File: src/rtl/ks_serial_add_seq.sv
// rtl/ks_serial_add_seq.sv - multi-precision add/sub sequencer reusing one 8-bit Kogge-Stone adder
module kogge_stone_8 (
  input  logic [7:0] a,
  input  logic [7:0] b,
  input  logic       ci,
  output logic [7:0] s,
  output logic       co
);
  logic [7:0] g0, p0, g1, p1, g2, p2, g3, p3;
  logic [8:0] c;

  // Prefix levels at distance 1, 2, 4; shifted-in (g=0, p=1) is the identity operator.
  always_comb begin
    g0 = a & b;
    p0 = a ^ b;
    g1 = g0 | (p0 & {g0[6:0], 1'b0});
    p1 = p0 & {p0[6:0], 1'b1};
    g2 = g1 | (p1 & {g1[5:0], 2'b00});
    p2 = p1 & {p1[5:0], 2'b11};
    g3 = g2 | (p2 & {g2[3:0], 4'h0});
    p3 = p2 & {p2[3:0], 4'hF};
    c  = {g3 | (p3 & {8{ci}}), ci};
    s  = p0 ^ c[7:0];
    co = c[8];
  end
endmodule

module ks_serial_add_seq #(
  parameter int NUM_SLICES = 4
) (
  input  logic                    clk,
  input  logic                    rst,
  input  logic                    start_valid,
  output logic                    start_ready,
  input  logic [8*NUM_SLICES-1:0] op_a,
  input  logic [8*NUM_SLICES-1:0] op_b,
  input  logic                    cin,
  input  logic                    sub,
  output logic                    res_valid,
  input  logic                    res_ready,
  output logic [8*NUM_SLICES-1:0] result,
  output logic                    cout,
  output logic                    overflow,
  output logic                    busy
);
  localparam int W  = 8 * NUM_SLICES;
  localparam int IW = (NUM_SLICES > 1) ? $clog2(NUM_SLICES) : 1;

  typedef enum logic [1:0] {IDLE, RUN, DONE} state_t;

  state_t        state, state_next;
  logic [W-1:0]  a_r, b_r;
  logic          carry_r;
  logic [IW-1:0] idx;
  logic [7:0]    slice_sum;
  logic          slice_co;
  logic          accept, last;

  assign accept = start_valid && start_ready;
  assign last   = (idx == IW'(NUM_SLICES - 1));

  kogge_stone_8 u_adder (
    .a  (a_r[8*idx +: 8]),
    .b  (b_r[8*idx +: 8]),
    .ci (carry_r),
    .s  (slice_sum),
    .co (slice_co)
  );

  always_ff @(posedge clk) begin
    if (rst) state <= IDLE;
    else     state <= state_next;
  end

  always_comb begin
    state_next  = state;
    start_ready = 1'b0;
    res_valid   = 1'b0;
    busy        = 1'b1;
    case (state)
      IDLE: begin
        start_ready = 1'b1;
        busy        = 1'b0;
        if (start_valid) state_next = RUN;
      end
      RUN: begin
        if (last) state_next = DONE;
      end
      DONE: begin
        res_valid = 1'b1;
        if (res_ready) state_next = IDLE;
      end
      default: state_next = IDLE;
    endcase
  end

  // Subtraction is A + ~B + ~borrow, so B and the carry-in are inverted at capture.
  always_ff @(posedge clk) begin
    if (rst) begin
      a_r      <= '0;
      b_r      <= '0;
      carry_r  <= 1'b0;
      idx      <= '0;
      result   <= '0;
      cout     <= 1'b0;
      overflow <= 1'b0;
    end else if (accept) begin
      a_r     <= op_a;
      b_r     <= op_b ^ {W{sub}};
      carry_r <= cin ^ sub;
      idx     <= '0;
      result  <= '0;
    end else if (state == RUN) begin
      result[8*idx +: 8] <= slice_sum;
      carry_r            <= slice_co;
      if (last) begin
        cout     <= slice_co;
        overflow <= (a_r[W-1] == b_r[W-1]) && (slice_sum[7] != a_r[W-1]);
      end else begin
        idx <= idx + 1'b1;
      end
    end
  end
endmodule

File: config.mk
export PLATFORM = sky130hd
export DESIGN_NAME = ks_serial_add_seq
export DESIGN_NICKNAME = d
export VERILOG_FILES = /design/src/rtl/ks_serial_add_seq.sv
export SDC_FILE = /design/constraint.sdc
export NUM_CORES = 1
export LEC_CHECK = 0
export ABC_AREA = 1
export BUFFER_PORTS_ARGS = -buffer_cell sky130_fd_sc_hd__buf_4
export CAP_MARGIN = 20
export CORE_UTILIZATION = 50
export CTS_CLUSTER_DIAMETER = 100
export DETAILED_ROUTE_END_ITERATION = 10
export PLACE_DENSITY = 0.84
export SLEW_MARGIN = 15
export SYNTH_ARGS = -nofsm -noshare
export SYNTH_HDL_FRONTEND = slang
export SYNTH_SLANG_ARGS = --single-unit
File: constraint.sdc
create_clock -name clk -period 3.7 [get_ports clk]
set_input_delay 0.185 -clock clk [delete_from_list [all_inputs] [get_ports clk]]
set_output_delay 0.185 -clock clk [all_outputs]
set_load 0.05 [all_outputs]
### Word-level counts from Yosys, hierarchy flattened

Cells that the tools add are included.
Widths: inputs -> output; s select.

| word-level totals | value |
|---|---|
| register bits after elaboration | 103 |
| input bits | 70 |

| operators by class | value |
|---|---|
| $add $sub $neg | 2 |
| eq/ne operators | 8 |
| shift-type cells | 4 |
| multiplexer cells | 10 |
| bitwise operators | 18 |
| reduce and logical (&&, ||, !) cells | 8 |

Operator list:

| kind | number |
|---|---|
| $and 8x8->8 | 8 |
| $shiftx 32x6->8 | 2 |
| $neg 5->34 | 1 |
| $shift 8x34->32 const A | 1 |
| $shiftx 8x34->32 | 1 |
| $bwmux 32 | 1 |
| $or 8x8->8 | 4 |
| $xor 32x32->32 | 1 |
| $xor 8x8->8 | 2 |
| $mux 2 | 3 |
| $ne 2x2->1 const B | 3 |
| $pmux 2 s3 | 1 |
| $reduce_and 3->1 | 2 |
| $mux 1 | 5 |
| $eq 2x2->1 const B | 2 |
| $add 2x1->2 const B | 1 |
| $eq 2x1->1 const B | 1 |
| $logic_and 1x1->1 | 2 |
| $logic_not 2->1 | 1 |
| $not 1->1 | 2 |
| $reduce_and 2->1 | 1 |
| $reduce_bool 2->1 | 1 |
| $reduce_or 2->1 | 1 |
| $eq 1x1->1 | 1 |
| other kinds (2) | 2 |

### Logic depth before layout (Yosys ltp)

| logic depth | value |
|---|---|
| word-level depth | 12 |
| gate-level depth with buffers | 18 |
| depth with buffers taken out | 15 |

### By module

From an unflattened synthesis, not the netlist that was laid out.

| second synthesis, totals | value |
|---|---|
| cell total of the unflattened synthesis | 683 |
| area, all modules | 4,894.7 um^2 |

Modules (own cells, without submodules):

| module | instances | cells an instance | area an instance (um^2) | seq. area each (um^2) |
|---|---|---|---|---|
| ks_serial_add_seq | 1 | 600 | 4,453.0 | 2,062.0 |
| kogge_stone_8 | 1 | 83 | 441.7 | 0.0 |

### Worst setup path before layout

No wires, ideal clock.

| timing path | value |
|---|---|
| path type | reg-to-reg |
| from | reg idx[0] |
| to | reg result[11] |
| setup time | 0.070 ns |
| arrival | 2.351 ns |
| data required time | 3.630 ns |
| setup slack | 1.279 ns |
| stages on the path, launching flop included | 15 |
| buffers on the path | 3 |
| clock period less this slack | 2.421 ns |
| path through | dfxtp_1 buf_2 inv_1 buf_2 buf_2 nor2_1 o22ai_1 ha_1 or2_2 nand2_1 nand2_1 xnor2_1 nor2_1 nand3_1 a21oi_1 |

| on the way | value |
|---|---|
| cells in the longest elaborated chain, start to end | 12 |
| elaborated cells between the ends (all ways) | 20 |
| those cells by class | 1 x add/sub; 4 x shift; 1 x mux; 14 x bitwise |

RTL lines:

| what | RTL line | source |
|---|---|---|
| start: declaration | 54 | `logic [IW-1:0] idx;` |
| start signal: assignment | 120 | `idx <= idx + 1'b1;` |
| $shiftx 32x6->8 (on tied branches) | 63, 64 |  |
| $xor 8x8->8 | 15 | `p0 = a ^ b;` |
| $and 8x8->8 | 16 | `g1 = g0 \| (p0 & {g0[6:0], 1'b0});` |
| $or 8x8->8 | 16 |  |
| $and 8x8->8 | 18 | `g2 = g1 \| (p1 & {g1[5:0], 2'b00});` |
| $or 8x8->8 | 18 |  |
| $and 8x8->8 | 20 | `g3 = g2 \| (p2 & {g2[3:0], 4'h0});` |
| $or 8x8->8 | 20 |  |
| $or 8x8->8 | 22 | `c = {g3 \| (p3 & {8{ci}}), ci};` |
| $xor 8x8->8 | 23 | `s = p0 ^ c[7:0];` |
| $shiftx 8x34->32 | 114 | `result[8*idx +: 8] <= slice_sum;` |
| $bwmux 32 (*) | 114 |  |
| end signal: indexed assignment | 114 |  |
| end: declaration | 41 | `output logic [8*NUM_SLICES-1:0] result,` |

Every way passes the cells marked *; elsewhere a longest branch is shown, timed or not.
A chain may end at the register's enable or synchronous reset.

### Worst setup path in the final report

| timing path | value |
|---|---|
| from | reg idx[0] |
| to | reg result[15] |

The elaborated chain is that of the path after synthesis.

==> results.toml <==
[outcome]
status = "completed"

[yosys]
ys_seq_area_share_pct = 41.9
synth_nets = 743
yosysMostFrequentCell = "nor2_1"
synth_top_area_share_pct = 41.9
yosys_warnings = 0
synth_edf_count = 0
synth.largest_area_cell = "dfxtp_1"
ys_ff_latch = 103
synth_async_sr_flop_share_pct = 0
synth_area_leaders = "dfxtp_1 (42%), nor2_1 (9.3%), o21ai_0 (9.1%), nand2_1 (6.5%), xnor2_1 (6.1%)"
synth-main-ff-cell = "dfxtp_1"
netlist_top_cells_count = "nor2_1 (122), dfxtp_1 (103), o21ai_0 (89)"
ys_types = 33
syn_area_um2 = 4920
synth_area_per_cell_um2 = 7.47
syn-instance-count = 658

[timing]
finalSetupTns_ns = 0
rsz0062_at_grt = "no"
fmax_mhz = 368
fin_crit_ns = 2.72
relSlewSlack_pct = 58.3
fin_skew_ns = 0.0166
finalHoldViolations = 0
final-max-slew-violation-count = 0
whs_ns = 0.0636
finalCritPeriodShare_pct = 73.5
setup-violations-final = 0
tightest_slew_ns = 0.625

[floorplan]
core_um2 = 9370
fp.dieArea_um2 = 10200
io_pins = 107
initial_utilization_pct = 52.5
die_height_um = 101
rows = 35
die_w_um = 101

[min_path]
hold_path_class = "input pin to flop"
hold_depth = 4
min-delay-start = "res_ready"
hold_path_end = "state[1]$_SDFFE_PP0P_"

[cells_and_area]
drive_gt1_share_pct = 18.8
syn2layout_area_growth_pct = 21.4
final_nets = 827
insertedDiodeCount = 0

[job]
cap_violations = 0

[routing]
wl_per_cell_um = 13.7
vias = 4661
detail-route-antenna-nets = 0
drcViolationCount = 0
route.final.wire_length_mm = 12.0
drt_pass1_iterations = 5
viasPerCell = 5.33
drtIter0Drc = 233

[setup_path]
worstRegToRegCells = 12
cp.required_ns = 4.00
critical_path_class = "flop to flop"
timing.rr.start = "idx[0]$_SDFFE_PP0P_"
start_kind = "flop"
r2r_setup_slack_ns = 0.98
cp-end-kind = "flop"
crit_path_max_fanout = 47
r2r-end = "result[15]$_SDFFE_PP0P_"
arrival_ns = 3.02

[clock_network]
root_buffer = "clkbuf_8"
cts_num_sinks = 103
cts.clk_slew.worst_paths_ns = 0.10
cts_max_level = 3
cts_setup_buffers = 0
clk_latency_ns = 0.37
cts_made_buffers = 9
clockBufferDepth = 2
ctsResizeCount = 0
cts_hold_buf = 0
cts_tree = "built"

[global_route]
antenna_found_initial = 0
grt_pass1_vias = 4236
grt_use_total_pct = 24.1
grt.overflow.total = 0
grt_pass1_wl_mm = 19.5
grt_max_degree = 58

[power_and_ir_drop]
peakVddDrop_mv = 0.210
power.density_nw_per_um2 = 431
power_leakage_nw = 2.51

[placed_design]
dp.final_hpwl_mm = 8.83
routabilityCongestion = 0.888
portBuffers = 106
-- power breakdown --
| part | switching, mW | internal, mW | leakage, nW | total, mW |
|---|---|---|---|---|
| Sequential | 0.0421 | 1.18 | 0.844 | 1.22 |
| Clock | 0.374 | 0.397 | 0.112 | 0.771 |
| Combinational | 0.366 | 0.219 | 1.55 | 0.584 |
| Total | 0.782 | 1.79 | 2.51 | 2.57 |
-- critical path, cell delays in order, from the launching register on --
cell	delay, ns
dfxtp_1	0.34
buf_4	0.42
o21ai_0	0.17
o22ai_1	0.24
ha_1	0.35
or2_2	0.34
nand2_1	0.07
nand2_1	0.07
nand2_1	0.06
nand3_1	0.08
nand2_1	0.21
nand4_1	0.13
a21oi_1	0.15
-- placed cells by master, fill, tap and decap left out, types with 2 or more instances in the layout --
cell	count
a211oi_1	13
a21oi_1	37
a22oi_1	3
buf_4	113
bufinv_16	2
clkbuf_8	10
clkinv_4	2
dfxtp_1	103
ha_1	14
inv_1	29
nand2_1	85
nand2_2	3
nand3_1	41
nand4_1	9
nor2_1	122
nor2_4	3
o21ai_0	89
o21bai_1	2
o22ai_1	16
xnor2_1	34
xor2_1	2
-- per-layer routing --
| metal | vias up | track usage (%) | part of all wire (%) | wire, um |
|---|---|---|---|---|
| met5 | - | 0 | 0 | 0 |
| met4 | 0 | 9.48 | 2.6 | 316 |
| met3 | 31 | 3.31 | 5.6 | 666 |
| met2 | 198 | 40.8 | 47 | 5660 |
| met1 | 2078 | 31.3 | 45 | 5340 |
| li1 | 2354 | - | - | - |
-- through the flow --
stage	area, um2	worst slack (ns)	power [mW]	std cells	util, %
2_1_floorplan	4920	1.28	1.64	658	-
3_3_place_gp	5750	1.08	1.80	860	61.3
3_5_place_dp	5750	1.02	1.82	860	61.3
4_1_cts	5970	1.02	2.57	875	63.7
5_1_grt	5970	0.783	2.69	875	63.7
6_report	5970	0.980	2.57	875	63.7
-- registers in the layout (all words and copies together), names as in the netlist --
register / count
b_r: 32
state: 2
idx: 2
a_r: 32
carry_r: 1
overflow: 1
result: 32
cout: 1
-- area by class of cell --
class | count | area (um2)
fillers | 831 | 3400
multi-input cells | 484 | 2560
flip-flops and latches | 103 | 2060
repair buffers | 113 | 848
well taps | 129 | 161
clock buffers | 10 | 138
inverters | 31 | 116
clock inverters | 5 | 82.6
-- cell families (layout without fill, tap and decap cells) --
family / after synthesis / in the layout / synth area share [%]
and+or+nand+nor: 272 / 272 / 23.9
AOI/OAI and AO/OA: 161 / 161 / 17.8
DFF: 103 / 103 / 41.9
buffers and inverters: 71 / 159 / 6.00
xor gates and xnor gates: 36 / 36 / 6.41
adders and majority gates: 15 / 15 / 3.97
-- how the worst max path moves through the flow --
stage                         from                      end  slack (ns)  depth (start not counted)
2_1_floorplan  idx[0]$_SDFFE_PP0P_  result[11]$_SDFFE_PP0P_        1.28                         14
3_3_place_gp   idx[0]$_SDFFE_PP0P_  result[11]$_SDFFE_PP0P_        1.08                         11
3_5_place_dp   idx[0]$_SDFFE_PP0P_  result[15]$_SDFFE_PP0P_        1.02                         12
4_1_cts        idx[0]$_SDFFE_PP0P_  result[15]$_SDFFE_PP0P_        1.02                         13
5_1_grt        idx[0]$_SDFFE_PP0P_  result[15]$_SDFFE_PP0P_        0.78                         13
6_report       idx[0]$_SDFFE_PP0P_  result[15]$_SDFFE_PP0P_        0.98                         12
Power figures use the tool's default switching activity.
